$ cat src/rtl/serial_arith_pkg.sv
// rtl/serial_arith_pkg.sv - shared state type and sizing helper for the bit-serial arithmetic blocks
package serial_arith_pkg;

    typedef enum logic [1:0] {
        IDLE = 2'd0,
        RUN  = 2'd1,
        DONE = 2'd2
    } state_t;

    function automatic int cnt_w(input int width);
        return $clog2(width + 1);
    endfunction

endpackage

$ cat src/rtl/serial_fa_cell.sv
// rtl/serial_fa_cell.sv - full-adder cell with combinational sum and registered carry
module serial_fa_cell (
    input  logic clk,
    input  logic rst,
    input  logic a,
    input  logic b,
    input  logic en,
    input  logic load,
    input  logic carry_in,
    output logic sum,
    output logic cout
);

    logic carry;

    assign sum  = a ^ b ^ carry;
    assign cout = (a & b) | (a & carry) | (b & carry);

    // A load takes priority so that a new operation always starts from carry_in.
    always_ff @(posedge clk or posedge rst) begin
        if (rst) begin
            carry <= 1'b0;
        end else if (load) begin
            carry <= carry_in;
        end else if (en) begin
            carry <= cout;
        end
    end

endmodule

$ cat src/rtl/serial_adder_n.sv
// rtl/serial_adder_n.sv - bit-serial N-bit adder, LSB first; SERIAL_SUB_EN adds the sub port (A-B)
module serial_adder_n
    import serial_arith_pkg::*;
#(
    parameter int WIDTH = 4
) (
    input  logic             clk,
    input  logic             rst,
    input  logic             start,
    input  logic             in_vld,
    input  logic             a_bit,
    input  logic             b_bit,
`ifdef SERIAL_SUB_EN
    input  logic             sub,
`endif
    output logic             busy,
    output logic             done,
    output logic [WIDTH:0]   result
);

    localparam int CW = cnt_w(WIDTH);

    state_t         state;
    state_t         state_nxt;
    logic [CW-1:0]  cnt;
    logic           accept;
    logic           beat;
    logic           last;
    logic           b_eff;
    logic           carry_in;
    logic           s;
    logic           cout;

    assign accept = start && (state != RUN);
    assign beat   = in_vld && (state == RUN);
    assign last   = beat && (cnt == CW'(WIDTH - 1));

`ifdef SERIAL_SUB_EN
    logic sub_q;

    always_ff @(posedge clk or posedge rst) begin
        if (rst) begin
            sub_q <= 1'b0;
        end else if (accept) begin
            sub_q <= sub;
        end
    end

    // Subtraction is A + ~B + 1; carry_in loads alongside sub_q on accept.
    assign carry_in = sub;
    assign b_eff    = b_bit ^ sub_q;
`else
    assign carry_in = 1'b0;
    assign b_eff    = b_bit;
`endif

    serial_fa_cell u_fa (
        .clk      (clk),
        .rst      (rst),
        .a        (a_bit),
        .b        (b_eff),
        .en       (beat),
        .load     (accept),
        .carry_in (carry_in),
        .sum      (s),
        .cout     (cout)
    );

    always_ff @(posedge clk or posedge rst) begin
        if (rst) begin
            state <= IDLE;
        end else begin
            state <= state_nxt;
        end
    end

    always_comb begin
        state_nxt = state;
        case (state)
            IDLE:    if (start) state_nxt = RUN;
            RUN:     if (last)  state_nxt = DONE;
            DONE:    state_nxt = start ? RUN : IDLE;
            default: state_nxt = IDLE;
        endcase
    end

    always_ff @(posedge clk or posedge rst) begin
        if (rst) begin
            cnt    <= '0;
            result <= '0;
        end else if (accept) begin
            cnt    <= '0;
            result <= '0;
        end else if (beat) begin
            cnt                 <= cnt + 1'b1;
            result[WIDTH-1:0]   <= {s, result[WIDTH-1:1]};
            if (last) begin
                result[WIDTH] <= cout;
            end
        end
    end

    assign busy = (state == RUN);
    assign done = (state == DONE);

endmodule

$ cat config.mk
export PLATFORM = sky130hd
export DESIGN_NAME = serial_adder_n
export DESIGN_NICKNAME = d
export VERILOG_FILES = /design/src/rtl/serial_arith_pkg.sv /design/src/rtl/serial_fa_cell.sv /design/src/rtl/serial_adder_n.sv
export SDC_FILE = /design/constraint.sdc
export NUM_CORES = 1
export LEC_CHECK = 0
export ABC_AREA = 1
export ABC_CLOCK_PERIOD_IN_PS = 1700
export CAP_MARGIN = 20
export CORE_MARGIN = 2
export CORE_UTILIZATION = 30
export CTS_BUF_LIST = sky130_fd_sc_hd__clkbuf_4
export DETAILED_ROUTE_END_ITERATION = 12
export PLACE_DENSITY = 0.58
export SKIP_CTS_REPAIR_TIMING = 1
export SLEW_MARGIN = 30
export SYNTH_ARGS = -nofsm -noshare
export SYNTH_HDL_FRONTEND = slang
export SYNTH_SLANG_ARGS = --single-unit
$ cat constraint.sdc
create_clock -name clk -period 1.7 [get_ports clk]
set_input_delay 0.255 -clock clk [delete_from_list [all_inputs] [get_ports clk]]
set_output_delay 0.255 -clock clk [all_outputs]
set_load 0.01 [all_outputs]
==> results of run 1 <==
## state kept, by name (all words and copies together), names as in the netlist
register    count
state           2
cnt             3
result          5
u_fa.carry      1
## stage by stage
step | TNS [ns] | instances | cell area [µm²] | util (%)
global route | 0 | 96 | 709 | 41.5
finish | 0 | 96 | 709 | 41.5
floorplan | 0 | 56 | 536 | -
global placement | 0 | 92 | 676 | 39.6
detailed placement | 0 | 92 | 676 | 39.6
CTS | -0.0645 | 96 | 703 | 41.2
## per-layer routing
metal / GRT usage (%) / vias up
li1: - / 210
met1: 15.0 / 192
met2: 17.5 / 8
met3: 3.53 / 2
met4: 6.86 / 0
met5: 0 / -
## synthesized netlist by cell type
| master | n |
|---|---|
| nand2_1 | 13 |
| dfrtp_1 | 11 |
| inv_1 | 9 |
| nand3_1 | 9 |
| o21ai_2 | 4 |
| ha_1 | 2 |
| a21oi_1 | 1 |
| buf_6 | 1 |
| fa_1 | 1 |
| nand2_4 | 1 |
| nand3_2 | 1 |
| nand4_1 | 1 |
| nor2_1 | 1 |
| o21ai_0 | 1 |
## power by group through the flow
stage	registers [mW]	clock network (mW)	logic, mW
after floorplan	0.464	0	0.279
after global placement	0.445	0	0.471
after detailed placement	0.453	0	0.481
after CTS	0.449	0.182	0.483
after global routing	0.471	0.196	0.540
final	0.451	0.175	0.470
## worst reg2reg max path: cells and delay by family, from the launching register on
family	cells	cell delay [ns]
simple gates	4	0.32
flops	1	0.42
fa+ha+maj	2	0.39
## cell families after synthesis
family / after synthesis / synth area share [%]
AOI/OAI and AO/OA: 6 / 8.41
adders and majority gates: 3 / 8.41
buffers and inverters: 10 / 8.41
DFF: 11 / 51.4
and+or+nand+nor: 26 / 23.4
## layout make-up
type	count	area (µm²)
flip-flops and latches	11	277
fillers	183	998
clock buffers	3	22.5
multi-input cells	35	218
repair buffers	12	123
well taps	25	31.3
inverters	9	33.8
clock inverters	1	5.00
## cells in the final DEF (no fill, tap or decap), drive strengths merged, types with 2 or more instances in the layout
cell and count:
clkbuf 3, clkdlybuf4s50 11, dfrtp 11, ha 2, inv 9, nand2 14
nand3 10, o21ai 5
## worst max path at each step
stage / endpoint / from / depth (start not counted) / slack, ns
global placement: result[4] / a_bit / 6 / 0.21
detailed placement: result[4] / a_bit / 6 / 0.21
global route: done / state[0] / 2 / 0.04
floorplan: result[4] / cnt[0] / 6 / 0.57
CTS: busy / state[1] / 4 / -0.06
finish: done / state[0] / 2 / 0.09
==> reports/results.tsv, run 1 <==
metric	value	unit
number of cell rows	15	
Post-Place Worst Slack	0.213	ns
Final Hold Viols	0	
status	finished, final reports clean	
Reg clk slew, reported paths	0.08	ns
worst endpoint required time	1.44	ns
internal power	0.688	mW
Placer Congestion	0.613	
clock share of power	16.0	%
average cell area after synthesis	9.56	µm²
switching share of power	37.2	%
area leader, netlist	dfrtp_1	
NetSw	0.407	mW
kind of critical path	reg -> out	
Die Y	46.3	µm
Buf+Inv Stages, Crit Path	1	
sequential power share	41.2	%
# DRC	0	
core area	1710	µm²
post-synth net total	65	
WL met3	40	µm
Peak VDD IR	736	µV
Lkg Pwr	0.366	nW
final setup fails	0	
drt pass-1 iters	2	
H-Tree Depth	1	
TritonCTS clock tree	done	
synthesized instance count	56	
Crit path arrival time	1.36	ns
Clock Latency Late Sink	0.26	ns
Worst Clk Skew	0.00751	ns
vias in the first global route	412	
combinational power share	42.9	%
antenna viol nets, final	0	
layout cell share with drive strength beyond 1	18.3	%
Power per Cell Area	1540	nW/µm²
CP Max Fanout	5	
drt via density	4.29	
via count	412	
drt total wl	952	µm
Worst Hold Slack	0.284	ns
hpwl dp	731	µm
full die area	2140	µm²
fin worst setup slack	0.0883	ns
RSZ-0062 raised after global routing	no	
fmax	620	MHz
CP endpoint kind	primary output	
reg2reg start	cnt[0]	
Worst Hold Class	in -> async	
max-capacitance violation count	0	
CTS max path bufs	2	
routed wl met2	469	µm
Reg2Reg Setup Slack	0.47	ns
crit-path leading delay family	buffers and inverters	
Max-slew headroom	71.6	%
Synth area leaders	dfrtp_1 (51%), nand2_1 (9.1%), nand3_1 (8.4%), o21ai_2 (6.5%), inv_1 (6.3%)	
Initial Util	31.4	%
startpoint class of the critical path	flip-flop	
width of the chip	46.3	µm
FF-to-FF End	result[4]	
post-synthesis instance area	536	µm²
max layer used	met4	
Syn-to-layout area delta	32.5	%
M1 WL	427	µm
worst reg2reg path depth	6	
Pwr Total	1.10	mW
Slew @ Worst Pin	0.426	ns
nets@finish	81	
Clk Tree Root Cell	clkbuf_4	
CTS buffer count	3	
top cell type's share of synthesized area	51.4	%
Slowest-stage cell, CP	clkdlybuf4s50_1	
synthesized flop and latch total	11	
initial DRC count	6	
Seq/Total Area, Yosys	51.4	%
first-pass GRT wire length	1730	µm
average routed wire per standard cell	9.92	µm
clock sink count	11	
fin. max-slew vios	0	
initial antenna violation count	0	
Period minus WS final	1.61	ns
diode count	0	
slowest cell delay on critical path	0.54	ns
total congestion overflow	0	
largest net degree at the start of global routing	14	
Cell Chain, Critical Path	nor2_1 > clkdlybuf4s50_1	
Cell variety after synth	14	
# IOs	13	
Tot GR Track Use	11.8	%
Port Buffers	12	
Synth Warn #	0	
part of the cycle the worst path needs	94.8	%
Note: power is estimated with default switching activity, not from simulation.
==> inputs of run 2 (changes only) <==
CORE_AREA = 2 2 39 41   (was default)
CORE_MARGIN = default   (was 2)
CORE_UTILIZATION = default   (was 30)
CTS_BUF_LIST = sky130_fd_sc_hd__clkbuf_16   (was sky130_fd_sc_hd__clkbuf_4)
DIE_AREA = 0 0 41 43   (was default)
PLACE_DENSITY = 0.72   (was 0.58)
==> reports/results.tsv, run 2 (synthesis results as in run 1) <==
metric	value	unit	change
reg2reg start	cnt[0]		unchanged
Port Buffers	12		unchanged
drt pass-1 iters	4		was 2
Top reg by flops	result		unchanged
Syn-to-layout area delta	39.3	%	was 32.5%
part of the cycle the worst path needs	91.4	%	was 94.8%
full die area	1760	µm²	was 2140 µm²
kind of critical path	reg -> out		unchanged
hpwl dp	665	µm	was 731 µm
initial DRC count	11		was 6
CTS buffer count	3		unchanged
Lkg Pwr	0.391	nW	was 0.366 nW
Crit path arrival time	1.30	ns	was 1.36 ns
layout cell share with drive strength beyond 1	12.7	%	was 18.3%
drt total wl	922	µm	was 952 µm
biggest regs	result (5), cnt (3), state (2)		unchanged
number of cell rows	14		was 15
Max-slew headroom	72.8	%	was 71.6%
drt via density	4.78		was 4.29
final setup fails	0		unchanged
Clk Tree Root Cell	clkbuf_16		was clkbuf_4
Tot GR Track Use	14.9	%	was 11.8%
largest net degree at the start of global routing	14		unchanged
first-pass GRT wire length	1730	µm	about the same
most frequent cells in the layout	nand2_1 (13), dfrtp_1 (11), clkdlybuf4s50_1 (11)		was nand2_1 (12), clkdlybuf4s50_1 (11), dfrtp_1 (10)
Power per Cell Area	1780	nW/µm²	was 1540 nW/µm²
average routed wire per standard cell	10.6	µm	was 9.92 µm
width of the chip	41	µm	was 46.3 µm
worst endpoint required time	1.44	ns	about the same
Slew @ Worst Pin	0.408	ns	was 0.426 ns
Die Y	43	µm	was 46.3 µm
max reg flops	5		unchanged
startpoint class of the critical path	flip-flop		unchanged
crit path from	state[0]		unchanged
H-Tree Depth	1		unchanged
Clock Latency Late Sink	0.24	ns	was 0.26 ns
Placer Congestion	0.658		was 0.613
clock sink count	11		unchanged
TritonCTS clock tree	done		unchanged
fin worst setup slack	0.147	ns	was 0.0883 ns
via count	416		was 412
CP Max Fanout	5		unchanged
# DRC	0		unchanged
total congestion overflow	0		unchanged
RSZ-0062 raised after global routing	no		unchanged
max-capacitance violation count	0		unchanged
Worst Clk Skew	0.00174	ns	was 0.00751 ns
nets@finish	81		unchanged
initial antenna violation count	0		unchanged
status	finished, final reports clean		unchanged
antenna viol nets, final	0		unchanged
vias in the first global route	412		unchanged
fin. max-slew vios	0		unchanged
# IOs	13		unchanged
Final Hold Viols	0		unchanged
Worst Hold Class	in -> async		unchanged
diode count	0		unchanged
Pwr Total	1.33	mW	was 1.10 mW
Post-Place Worst Slack	0.207	ns	was 0.213 ns
CP endpoint kind	primary output		unchanged
Peak VDD IR	771	µV	was 736 µV
core area	1380	µm²	was 1710 µm²
Period minus WS final	1.55	ns	was 1.61 ns
Initial Util	38.7	%	was 31.4%
commonest non-fill, non-tap cell in the layout	nand2_1		unchanged
Reg clk slew, reported paths	0.04	ns	was 0.08 ns
CTS max path bufs	2		unchanged
fmax	644	MHz	was 620 MHz
run 2: cell types whose count changed in the layout (fill, tap and decap cells not counted):
cell / change
dfrtp_2: -1
inv_1: +2
nand2_1: +1
clkinv_2: -1
dfrtp_1: +1
inv_2: -1
nand2_2: -1
clkbuf_16: +3
clkbuf_4: -3
run 2: cell type report:
cell class	instances	area [µm²]
sequential	11	275
clock buffer	3	75.1
fill	129	638
tap	16	20.0
inverter	9	33.8
multi-input combinational	35	215
timing repair buffer	12	123
clock inverter	1	3.75
run 2: power by group:
group          switching (mW)  internal (mW)  leakage (nW)  total [mW]
Sequential             0.0758          0.371         0.141       0.447
Combinational           0.239          0.226         0.208       0.466
Clock                   0.107          0.308        0.0423       0.415
run 2: worst paths after layout:
kind                        endpoint  slack, ns  depth (start not counted)
max in group asynchronous   state[1]       1.11                          2
hold reg to reg               cnt[0]       0.50                          1
min in group clk              cnt[0]       0.50                          1
hold / removal             result[1]       0.31                          2
setup / recovery                done       0.15                          2
setup reg to reg           result[4]       0.46                          6
run 2: metal layers:
layer	vias to the layer above	GRT usage, %	wire [µm]
met3	3	6.28	57
met2	12	21.9	444
li1	210	-	-
met1	191	17.7	406
met5	-	0	0
met4	0	8.00	14
run 2: critical path, cell delays in order, from the launching register on:
cell	delay [ns]
dfrtp_1	0.42
nor2_1	0.11
clkdlybuf4s50_1	0.53
run 2: stage by stage:
stage               hold WS [ns]  std cells  area [µm²]  setup TNS [ns]  util [%]
floorplan                  0.107         56         536               0         -
global placement           0.484         83         664               0      48.0
detailed placement         0.493         83         664               0      48.0
CTS                        0.324         87         743        -0.00495      53.7
global route               0.367         87         746               0      53.9
finish                     0.307         87         746               0      53.9
==> inputs of run 3 (changes only) <==
ABC_AREA = default   (was 1)
DONT_BUFFER_PORTS = 1   (was default)
PLACE_DENSITY = 0.6   (was 0.72)
==> reports/results.tsv, run 3 <==
metric	value	unit	change
Crit path arrival time	1.57	ns	was 1.30 ns
antenna viol nets, final	0		unchanged
width of the chip	41	µm	unchanged
post-synthesis instance area	538	µm²	was 536 µm²
synthesized flop and latch total	11		unchanged
Max-slew headroom	71.5	%	was 72.8%
Post-synth top cells	dfrtp_1 (11), a22o_2 (6), inv_1 (4)		was nand2_1 (13), dfrtp_1 (11), inv_1 (9), nand3_1 (9), o21ai_2 (4)
Syn-to-layout area delta	16.0	%	was 39.3%
final setup fails	0		unchanged
top-count cell post-synth	dfrtp_1		was nand2_1
routing usage on met3	7.85	%	was 6.28%
startpoint class of the critical path	flip-flop		unchanged
Reg clk slew, reported paths	0.04	ns	about the same
CTS buffer count	3		unchanged
via count	316		was 416
status	finished, final reports clean		unchanged
Clk Tree Root Cell	clkbuf_16		unchanged
Power per Cell Area	2120	nW/µm²	was 1780 nW/µm²
Cell variety after synth	18		was 14
Pwr Total	1.33	mW	about the same
Fin Setup TNS	0	ns	unchanged
fillers	109		was 129
largest net degree at the start of global routing	12		was 14
initial antenna violation count	0		unchanged
Post-synth top flop	dfrtp_1		unchanged
worst endpoint required time	1.88	ns	was 1.44 ns
CP endpoint kind	flip-flop		was primary output
# DRC	0		unchanged
GRT busiest layer	met2		unchanged
Slew @ Worst Pin	0.427	ns	was 0.408 ns
clock sink count	11		unchanged
drt total wl	1060	µm	was 922 µm
Worst Hold Class	in -> reg		was in -> async
commonest non-fill, non-tap cell in the layout	dfrtp_1		was nand2_1
most frequent cells in the layout	dfrtp_1 (11), a22o_2 (6), inv_1 (5)		was nand2_1 (13), dfrtp_1 (11), clkdlybuf4s50_1 (11)
fin cells	57		was 87
fin. max-slew vios	0		unchanged
global-route met2 utilization	21.3	%	was 21.9%
biggest regs	result (5), cnt (3), state (2)		unchanged
max reg flops	5		unchanged
Tot GR Track Use	15.3	%	was 14.9%
Slowest-stage cell, CP	mux2i_4		was clkdlybuf4s50_1
Top reg by flops	result		unchanged
RSZ-0062 raised after global routing	no		unchanged
placed cells	52		was 83
fmax	717	MHz	was 644 MHz
# IOs	13		unchanged
drt pass-1 iters	4		unchanged
hpwl dp	712	µm	was 665 µm
CP Max Fanout	8		was 5
first-pass GRT wire length	1630	µm	was 1730 µm
max-capacitance violation count	0		unchanged
nets@finish	51		was 81
area leader, netlist	dfrtp_1		unchanged
Synth Warn #	0		unchanged
CTS max path bufs	2		unchanged
Synth async-reset ratio	100	%	unchanged
Final Hold Viols	0		unchanged
Peak VDD IR	993	µV	was 771 µV
crit-path leading delay family	multiplexers		was buffers and inverters
average routed wire per standard cell	18.7	µm	was 10.6 µm
vias in the first global route	344		was 412
H-Tree Depth	1		unchanged
diode count	0		unchanged
part of the cycle the worst path needs	82.0	%	was 91.4%
initial DRC count	4		was 11
number of cell rows	14		unchanged
average cell area after synthesis	14.2	µm²	was 9.56 µm²
drt via density	5.54		was 4.78
Lkg Pwr	0.303	nW	was 0.391 nW
grt met1 use	16.6	%	was 17.7%
layout cell share with drive strength beyond 1	36.6	%	was 12.7%
kind of critical path	reg -> reg		was reg -> out
total congestion overflow	0		unchanged
Buf+Inv Stages, Crit Path	0		was 1
slowest cell delay on critical path	0.41	ns	was 0.53 ns
Clock Latency Late Sink	0.24	ns	about the same
Initial Util	38.9	%	was 38.7%
core area	1380	µm²	unchanged
Worst Clk Skew	0.00261	ns	was 0.00174 ns
Placer Congestion	0.714		was 0.658
Post-synth EDFFs	0		unchanged
Synth area leaders	dfrtp_1 (51%), a22o_2 (11%), ha_1 (4.7%), buf_6 (4.2%), mux2i_4 (4.2%)		was dfrtp_1 (51%), nand2_1 (9.1%), nand3_1 (8.4%), o21ai_2 (6.5%), inv_1 (6.3%)
top cell type's share of synthesized area	51.2	%	was 51.4%
post-synth net total	47		was 65
Period minus WS final	1.39	ns	was 1.55 ns
TritonCTS clock tree	done		unchanged
Die Y	43	µm	unchanged
Port Buffers	0		was 12
Cell Chain, Critical Path	nor2b_4 > mux2i_4 > mux2_4		was nor2_1 > clkdlybuf4s50_1
full die area	1760	µm²	unchanged
synthesized instance count	38		was 56
Seq/Total Area, Yosys	51.2	%	was 51.4%
run 3: cell types whose count changed in the layout (fill, tap and decap cells not counted), sizes merged, moves of 2 or more:
| cell | before | now |
|---|---|---|
| nand2 | 14 | 0 |
| clkdlybuf4s50 | 11 | 0 |
| nand3 | 10 | 0 |
| a22o | 0 | 6 |
| inv | 10 | 5 |
| o21ai | 5 | 1 |
| mux2 | 0 | 2 |
run 3: cell type report:
type / count / area, µm² / area share, %
inverter: 4 / 15.0 / 2.40
clock inverter: 1 / 3.75 / 0.601
sequential: 11 / 275 / 44.1
tap: 16 / 20.0 / 3.21
timing repair buffer: 1 / 10.0 / 1.60
clock buffer: 3 / 75.1 / 12.0
multi-input combinational: 21 / 225 / 36.1
run 3: logic make-up (layout without fill, tap and decap cells):
kind of cell	count (synthesis)	count (layout)	synth area share (%)
flip-flops	11	11	51.2
adder cells (fa/ha/maj)	3	3	8.37
multiplexers	3	3	9.07
AND/OR/NAND/NOR	5	5	7.91
buffers and inverters	6	9	6.98
AO/OA/AOI/OAI	10	10	16.5
run 3: worst reg2reg max path, delay by kind of cell, from the launching register on:
family / cells / cell delay, ns
DFF: 1 / 0.40
muxes: 2 / 0.63
and+or+nand+nor: 1 / 0.31
run 3: worst paths after layout:
check / startpoint / end / slack (ns) / depth (start not counted)
max in group asynchronous: rst / result[3] / 0.94 / 2
hold reg to reg: cnt[2] / cnt[2] / 0.50 / 1
setup / recovery: state[0] / cnt[0] / 0.31 / 3
setup reg to reg: state[0] / cnt[0] / 0.31 / 3
min in group asynchronous: rst / u_fa.carry / 0.46 / 2
hold / removal: start / state[0] / 0.17 / 1
run 3: through the flow:
stage	utilization (%)	cell area (µm²)	setup WS (ns)	hold WS, ns
2_1_floorplan	-	538	0.412	0.107
3_3_place_gp	38.7	536	0.388	0.149
3_5_place_dp	38.7	536	0.336	0.161
4_1_cts	44.4	614	0.320	-0.0933
5_1_grt	45.1	624	0.263	0.172
6_report	45.1	624	0.306	0.170
run 3: power by group:
part	switching [mW]	total [mW]	internal (mW)
clock	0.118	0.427	0.309
combinational	0.169	0.386	0.217
sequential	0.131	0.513	0.382
total	0.418	1.33	0.908
run 3: routing by layer:
layer	routed length, µm	share of wire [%]
met1	422	40
met2	519	49
met3	89	8.4
met4	33	3.1
met5	0	0
